`src/rtl/signed_fixedpoint_align_pipe.sv`:
```
// rtl/signed_fixedpoint_align_pipe.sv - two-stage valid/ready pipe that aligns two signed fixed-point operands
`timescale 1ns/1ps
module signed_fixedpoint_align_pipe #(
    parameter int N       = 10,
    parameter int A_point = 4,
    parameter int B_point = 3,
    localparam int D      = (A_point >= B_point) ? (A_point - B_point) : (B_point - A_point),
    localparam int W      = N + D
) (
    input  logic         clk,
    input  logic         rst_n,
    input  logic         in_valid,
    output logic         in_ready,
    input  logic [N-1:0] a,
    input  logic [N-1:0] b,
    output logic         out_valid,
    input  logic         out_ready,
    output logic [W-1:0] a_aligned,
    output logic [W-1:0] b_aligned,
    output logic [1:0]   occupancy
);

    logic         s1_valid_q, s1_valid_d;
    logic [N-1:0] s1_a_q, s1_a_d;
    logic [N-1:0] s1_b_q, s1_b_d;
    logic         s2_valid_q, s2_valid_d;
    logic [W-1:0] s2_a_q, s2_a_d;
    logic [W-1:0] s2_b_q, s2_b_d;
    logic [1:0]   occupancy_q, occupancy_d;

    logic                out_xfer;
    logic                in_xfer;
    logic                s2_load;
    logic                in_ready_c;
    logic signed [W-1:0] a_ext;
    logic signed [W-1:0] b_ext;

    always_comb begin
        out_xfer   = s2_valid_q & out_ready;
        s2_load    = s1_valid_q & (~s2_valid_q | out_xfer);
        in_ready_c = ~s1_valid_q | s2_load;
        in_xfer    = in_valid & in_ready_c;

        // W = N + D leaves exactly enough headroom for the shift, so it never wraps.
        a_ext = W'($signed(s1_a_q));
        b_ext = W'($signed(s1_b_q));
        if (A_point >= B_point) begin
            b_ext = b_ext <<< D;
        end else begin
            a_ext = a_ext <<< D;
        end

        s1_valid_d = s1_valid_q;
        s1_a_d     = s1_a_q;
        s1_b_d     = s1_b_q;
        if (in_xfer) begin
            s1_valid_d = 1'b1;
            s1_a_d     = a;
            s1_b_d     = b;
        end else if (s2_load) begin
            s1_valid_d = 1'b0;
        end

        s2_valid_d = s2_valid_q;
        s2_a_d     = s2_a_q;
        s2_b_d     = s2_b_q;
        if (s2_load) begin
            s2_valid_d = 1'b1;
            s2_a_d     = a_ext;
            s2_b_d     = b_ext;
        end else if (out_xfer) begin
            s2_valid_d = 1'b0;
        end

        occupancy_d = {1'b0, s1_valid_d} + {1'b0, s2_valid_d};
    end

    always_ff @(posedge clk or negedge rst_n) begin
        if (!rst_n) begin
            s1_valid_q  <= 1'b0;
            s1_a_q      <= '0;
            s1_b_q      <= '0;
            s2_valid_q  <= 1'b0;
            s2_a_q      <= '0;
            s2_b_q      <= '0;
            occupancy_q <= 2'd0;
        end else begin
            s1_valid_q  <= s1_valid_d;
            s1_a_q      <= s1_a_d;
            s1_b_q      <= s1_b_d;
            s2_valid_q  <= s2_valid_d;
            s2_a_q      <= s2_a_d;
            s2_b_q      <= s2_b_d;
            occupancy_q <= occupancy_d;
        end
    end

    assign in_ready  = in_ready_c;
    assign out_valid = s2_valid_q;
    assign a_aligned = s2_a_q;
    assign b_aligned = s2_b_q;
    assign occupancy = occupancy_q;

endmodule

```
`config.mk`:
```
export PLATFORM = sky130hd
export DESIGN_NAME = signed_fixedpoint_align_pipe
export DESIGN_NICKNAME = d
export VERILOG_FILES = /design/src/rtl/signed_fixedpoint_align_pipe.sv
export SDC_FILE = /design/constraint.sdc
export NUM_CORES = 1
export LEC_CHECK = 0
export BUFFER_PORTS_ARGS = -buffer_cell sky130_fd_sc_hd__buf_2
export CAP_MARGIN = 20
export CORE_MARGIN = 1.5
export CORE_UTILIZATION = 42
export CTS_CLUSTER_DIAMETER = 50
export CTS_CLUSTER_SIZE = 28
export DETAILED_ROUTE_END_ITERATION = 10
export PLACE_DENSITY = 0.69
export SETUP_SLACK_MARGIN = 0.02
export SLEW_MARGIN = 20
export SYNTH_ARGS = -nofsm -noshare
export SYNTH_HDL_FRONTEND = slang
export SYNTH_SLANG_ARGS = --single-unit
export TNS_END_PERCENT = 5
```
`constraint.sdc`:
```
create_clock -name clk -period 1.2 [get_ports clk]
set_clock_uncertainty 0.1 [all_clocks]
set_input_delay 0.06 -clock clk [delete_from_list [all_inputs] [get_ports clk]]
set_output_delay 0.06 -clock clk [all_outputs]
set_load 0.02 [all_outputs]
```
==> impl_metrics.yaml, run 1 <==
floorplanning:
  rows: 23
  core-area_um2: 4120
  die-area_um2: 4830
  initial_core_util_pct: 45.1
  die_x_um: 69.5
  pin_count: 50
  die_h_um: 69.5
global_routing:
  track_usage_pct: 14.5
  grt-ovfl-total: 0
  grt_pass1_wl_um: 5510
  antenna_found_initial: 0
  grt_pass1_vias: 1156
  grt_max_degree: 45
drt:
  dr.pass1.iters: 4
  drt-total-wl_um: 3370
  ant_nets: 0
  post_drt_wl_per_cell_um: 14.9
  route.detailed.drc: 0
  vias: 1038
  dr.first_iter.drc_count: 57
  drt-vias-per-instance: 4.59
sta:
  fin_crit_ps: 1320
  fin_tns_setup_ps: -4250
  fmax_mhz: 755
  hold_violations: 0
  setup_viol: 42
  post-route-period-util_pct: 110
  drv_slew: 0
  finalWorstSetupSlack_ps: -124
  rsz0062_at_grt: "true"
job:
  cap_violations: 0
placed_design:
  dp_hpwl_um: 2230
  finalWeightedCongestion: 0.749
  portBuffers: 48
worst_setup_path:
  cp.required_ps: 1280
  worstPathMaxFanout: 5
  arrival_ps: 1410
  setup.worst_path.start_class: "flop"
  crit_type: "flop to flop"
  cp-end-kind: "flop"
yosys:
  ys_types: 13
  synth_top_cell_by_area: "dfrtp_1"
  syn-cell-area_um2: 1860
  synth-edff-count: 0
  synthTopCellsByCount: "dfrtp_1 (44), mux2_4 (40), buf_12 (2), buf_4 (2), buf_6 (2)"
  netlist_top_cells_area: "dfrtp_1 (59%), mux2_4 (32%), buf_12 (2.2%)"
  avgSynthCellArea_um2: 18.9
  seq_area_frac_synth_pct: 59.3
  yosysWarnings: 0
  ys.flop_type: "dfrtp_1"
  netlist.area_leader.share_pct: 59.3
  yosysMostFrequentCell: "dfrtp_1"
  ys_seq_elements: 44
  synthCells: 98
  synthArstFlopShare_pct: 100
  synth_nets: 123
power_and_ir_drop:
  power.leakage_nw: 1.30
  vdd_drop_max_uv: 778
  power.density_nw_per_um2: 1670
finish:
  final_util_pct: 62.6
  layout.nets: 200
  nFillCells: 313
  insertedDiodeCount: 0
  drive_gt1_share_pct: 61.9
  area_delta_synth_final_pct: 38.8
clocking:
  numCtsBuffers: 5
  clock_sinks: 44
  h-tree-depth: 2
  clk_pin_slew_ps: 80
  cts.repair_timing.setup_buffer_count: 0
  clk_path_buf_depth: 2
  cts_tree: "done"
  clk_latency_ps: 290
  root_buffer: "clkbuf_8"
worst_hold_path:
  min_path_type: "primary input to flop"
run_status:
  violations: "setup timing"
  outcome: "finished, violations left"
[path summary, 6_finish.rpt]
path,from,end,slack [ps],cells after the start
max in group asynchronous,rst_n,s1_valid_q,610,3
hold reg to reg,b_aligned[10],b_aligned[10],410,1
hold / removal,in_valid,s1_valid_q,40,2
min in group asynchronous,rst_n,a_aligned[9],170,3
setup reg to reg,s1_valid_q,s1_a_q[1],-120,4
setup / recovery,s1_valid_q,s1_a_q[1],-120,4
[power breakdown]
group	switching (mW)	internal (mW)
Sequential	0.175	1.78
Clock	0.469	0.617
Combinational	0.557	0.697
Total	1.20	3.09
[flip-flops by register name (all words and copies together) (netlist names)]
name,cells
a_aligned,10
b_aligned,10
occupancy,2
out_valid,1
s1_a_q,10
s1_b_q,10
s1_valid_q,1
[metrics by stage]
| step | worst slack, ps | cell area, µm² | instances | total power, mW | hold slack (ps) |
|---|---|---|---|---|---|
| after floorplan | -140 | 1860 | 98 | 2.77 | -336 |
| after global placement | -90.4 | 2180 | 195 | 3.11 | -52.5 |
| after detailed placement | -114 | 2180 | 195 | 3.15 | -48.1 |
| after CTS | -129 | 2510 | 224 | 4.31 | -20.4 |
| after global routing | -162 | 2570 | 226 | 4.52 | 35.9 |
| final | -124 | 2570 | 226 | 4.29 | 40.6 |
[layer usage]
metal  wire, µm  share of wire [%]  GRT usage (%)
met5          0                  0              0
met4         34                1.0           3.27
met3        228                6.8           5.96
met2       1520                 45           22.1
met1       1580                 47           19.4
[timing repair]
item | 4_1_cts | 5_1_grt
cloned | 0 | 2
resized for setup | 1 | 2
pin swaps | 0 | 3
hold buffers | 21 | 0
endpoints found under the setup margin | 43 | 43
endpoints found under the hold margin | 65 | 0
[placed cells by master, fill, tap and decap left out]
master / instances
clkinv_2: 1
nand2_8: 1
nand2b_1: 1
nand3b_4: 1
buf_12: 5
bufinv_16: 1
mux2_4: 40
dlygate4sd3_1: 21
or2b_4: 1
dfrtp_2: 2
or2b_1: 1
ha_4: 1
clkbuf_8: 5
clkbuf_16: 2
buf_2: 48
clkbuf_1: 1
nand2_2: 1
dfrtp_1: 42
conb_1: 1
[worst max-delay path, stage by stage (launching register included)]
cell,delay (ps)
dfrtp_2,410
nand3b_4,120
nand2_8,130
clkbuf_16,160
mux2_4,290
[logic make-up (layout without fill, tap and decap cells)]
logic type               count (synthesis)  after routing  share of synthesized area [%]
adder cells (fa/ha/maj)                  1              1                          0.674
other                                    1              1                          0.202
AND/OR/NAND/NOR                          6              6                           3.24
multiplexers                            40             40                           32.4
flip-flops                              44             44                           59.3
buffers and inverters                    6             84                           4.18
[final cells by class]
cell class | instances | area (µm²) | area share [%]
repair buffers | 76 | 601 | 23.3
multi-input cells | 48 | 701 | 27.2
well taps | 50 | 62.6 | 2.43
clock buffers | 6 | 72.6 | 2.82
clock inverters | 2 | 35.0 | 1.36
flip-flops and latches | 44 | 1100 | 42.9
Power figures use the tool's default switching activity.
==> run 2, diff against run 1 <==
--- a/config.mk
+++ b/config.mk
@@ -12,7 +12,7 @@
 export CTS_CLUSTER_DIAMETER = 50
 export CTS_CLUSTER_SIZE = 28
 export DETAILED_ROUTE_END_ITERATION = 10
-export PLACE_DENSITY = 0.69
+export PLACE_DENSITY = 0.66
 export SETUP_SLACK_MARGIN = 0.02
 export SLEW_MARGIN = 20
 export SYNTH_ARGS = -nofsm -noshare
==> constraint.sdc (replaced) <==
create_clock -name clk -period 1.5 [get_ports clk]
set_clock_uncertainty 0.1 [all_clocks]
set_input_delay 0.075 -clock clk [delete_from_list [all_inputs] [get_ports clk]]
set_output_delay 0.075 -clock clk [all_outputs]
set_load 0.02 [all_outputs]
==> impl_metrics.yaml, run 2 (synthesis gave the netlist of run 1 again) <==
global_routing:
  grt-ovfl-total: 0
  grt_pass1_vias: 1149
  antenna_found_initial: 0
  grt_max_degree: 45
  track_usage_pct: 15.3
  grt_pass1_wl_um: 5610
clocking:
  cts_tree: "done"
  numCtsBuffers: 5
  cts_resized: 0
  clk_path_buf_depth: 2
  cts.repair_timing.setup_buffer_count: 0
  clk_pin_slew_ps: 80
  h-tree-depth: 2
  cts_hold_buffers: 22
  clk_latency_ps: 290
  root_buffer: "clkbuf_8"
  clock_sinks: 44
worst_setup_path:
  crit_start: "s1_valid_q"
  cp.required_ps: 1580
  worstPathMaxFanout: 20
  slowest_stage: "dfrtp_1"
  worstPathCellList: "nand3b_4, nand2_4, buf_12, mux2_4"
  arrival_ps: 1430
  slowest_delay_ps: 420
  r2r_start: "s1_valid_q"
  setup.worst_path.start_class: "flop"
  cp-end-kind: "flop"
  crit_type: "flop to flop"
run_status:
  outcome: "finished clean"
sta:
  drv_slew: 0
  fin_crit_ps: 1350
  fin_tns_setup_ps: 0
  rsz0062_at_grt: "false"
  hold_violations: 0
  fin_hold_ws_ps: 136
  fmax_mhz: 740
  setup_viol: 0
  post-route-period-util_pct: 90.1
drt:
  vias: 1029
  dr.first_iter.drc_count: 37
  drt-total-wl_um: 3370
  dr.pass1.iters: 4
  route.detailed.drc: 0
  post_drt_wl_per_cell_um: 15.2
  drt-vias-per-instance: 4.64
  ant_nets: 0
finish:
  layout.nets: 197
  insertedDiodeCount: 0
  nFillCells: 326
  seq_area_um2: 1100
  layout_common_cells: "buf_2 (48), dfrtp_1 (44), mux2_4 (40), dlygate4sd3_1 (22), clkbuf_8 (5)"
  drive_gt1_share_pct: 58.7
  final_common_cell: "buf_2"
  area_delta_synth_final_pct: 31.4
  fin_cells: 222
  multiInputGateArea_um2: 677
job:
  cap_violations: 0
placed_design:
  portBuffers: 48
  dp.cells: 193
  finalWeightedCongestion: 0.662
  dp_hpwl_um: 2080
power_and_ir_drop:
  vdd_drop_max_uv: 473
  power.leakage_nw: 1.25
  power.density_nw_per_um2: 1310
floorplanning:
  die_x_um: 69.5
  core-area_um2: 4120
  pin_count: 50
  rows: 23
  die_h_um: 69.5
  initial_core_util_pct: 45.1
  die-area_um2: 4830
worst_hold_path:
  min_path_type: "primary input to flop"
  holdCritStartpoint: "out_ready"
## run 2: cell types whose count changed in the layout (fill, tap and decap cells not counted), sizes merged
cell         previous run  this run
buf                    53        51
clkbuf                  8         6
bufinv                  1         0
dlygate4sd3            21        22
## run 2: metrics by stage
step	setup slack, ps	util [%]	cell area (µm²)	total power [mW]
floorplan	64.7	-	1860	2.21
global placement	188	52.0	2140	2.46
detailed placement	160	52.0	2140	2.49
CTS	144	59.3	2440	3.25
global route	90.4	59.3	2440	3.38
finish	148	59.3	2440	3.20
## run 2: area by class of cell
| class | instances | share of cell area, % |
|---|---|---|
| flip-flops and latches | 44 | 45.2 |
| multi-input cells | 48 | 27.8 |
| repair buffers | 73 | 21.3 |
| clock buffers | 6 | 2.98 |
| well taps | 50 | 2.57 |
| clock inverters | 1 | 0.205 |
## run 2: power by group
part / internal, mW / total (mW) / switching (mW)
sequential: 1.42 / 1.55 / 0.134
combinational: 0.520 / 0.947 / 0.427
clock: 0.317 / 0.702 / 0.385
## run 2: layer usage
layer	track usage (%)	routed length (µm)	part of all wire, %
met1	18.7	1450	43
met2	24.8	1720	51
met3	4.36	122	3.6
met4	7.84	72	2.1
met5	0	0	0
## run 2: critical path, delay by kind of cell, from the launching register on
| kind | cells | cell delay (ps) |
|---|---|---|
| mux | 1 | 320 |
| flops | 1 | 420 |
| buf+inv | 1 | 190 |
| simple gates | 2 | 200 |
## run 2: worst paths after layout
kind | endpoint | slack (ps) | cells after the start
min in group asynchronous | a_aligned[6] | 180 | 3
min | out_valid | 140 | 3
max reg2reg | s1_b_q[9] | 150 | 4
max | s1_b_q[9] | 150 | 4
max in group asynchronous | s1_b_q[3] | 910 | 3
min reg2reg | b_aligned[7] | 410 | 1
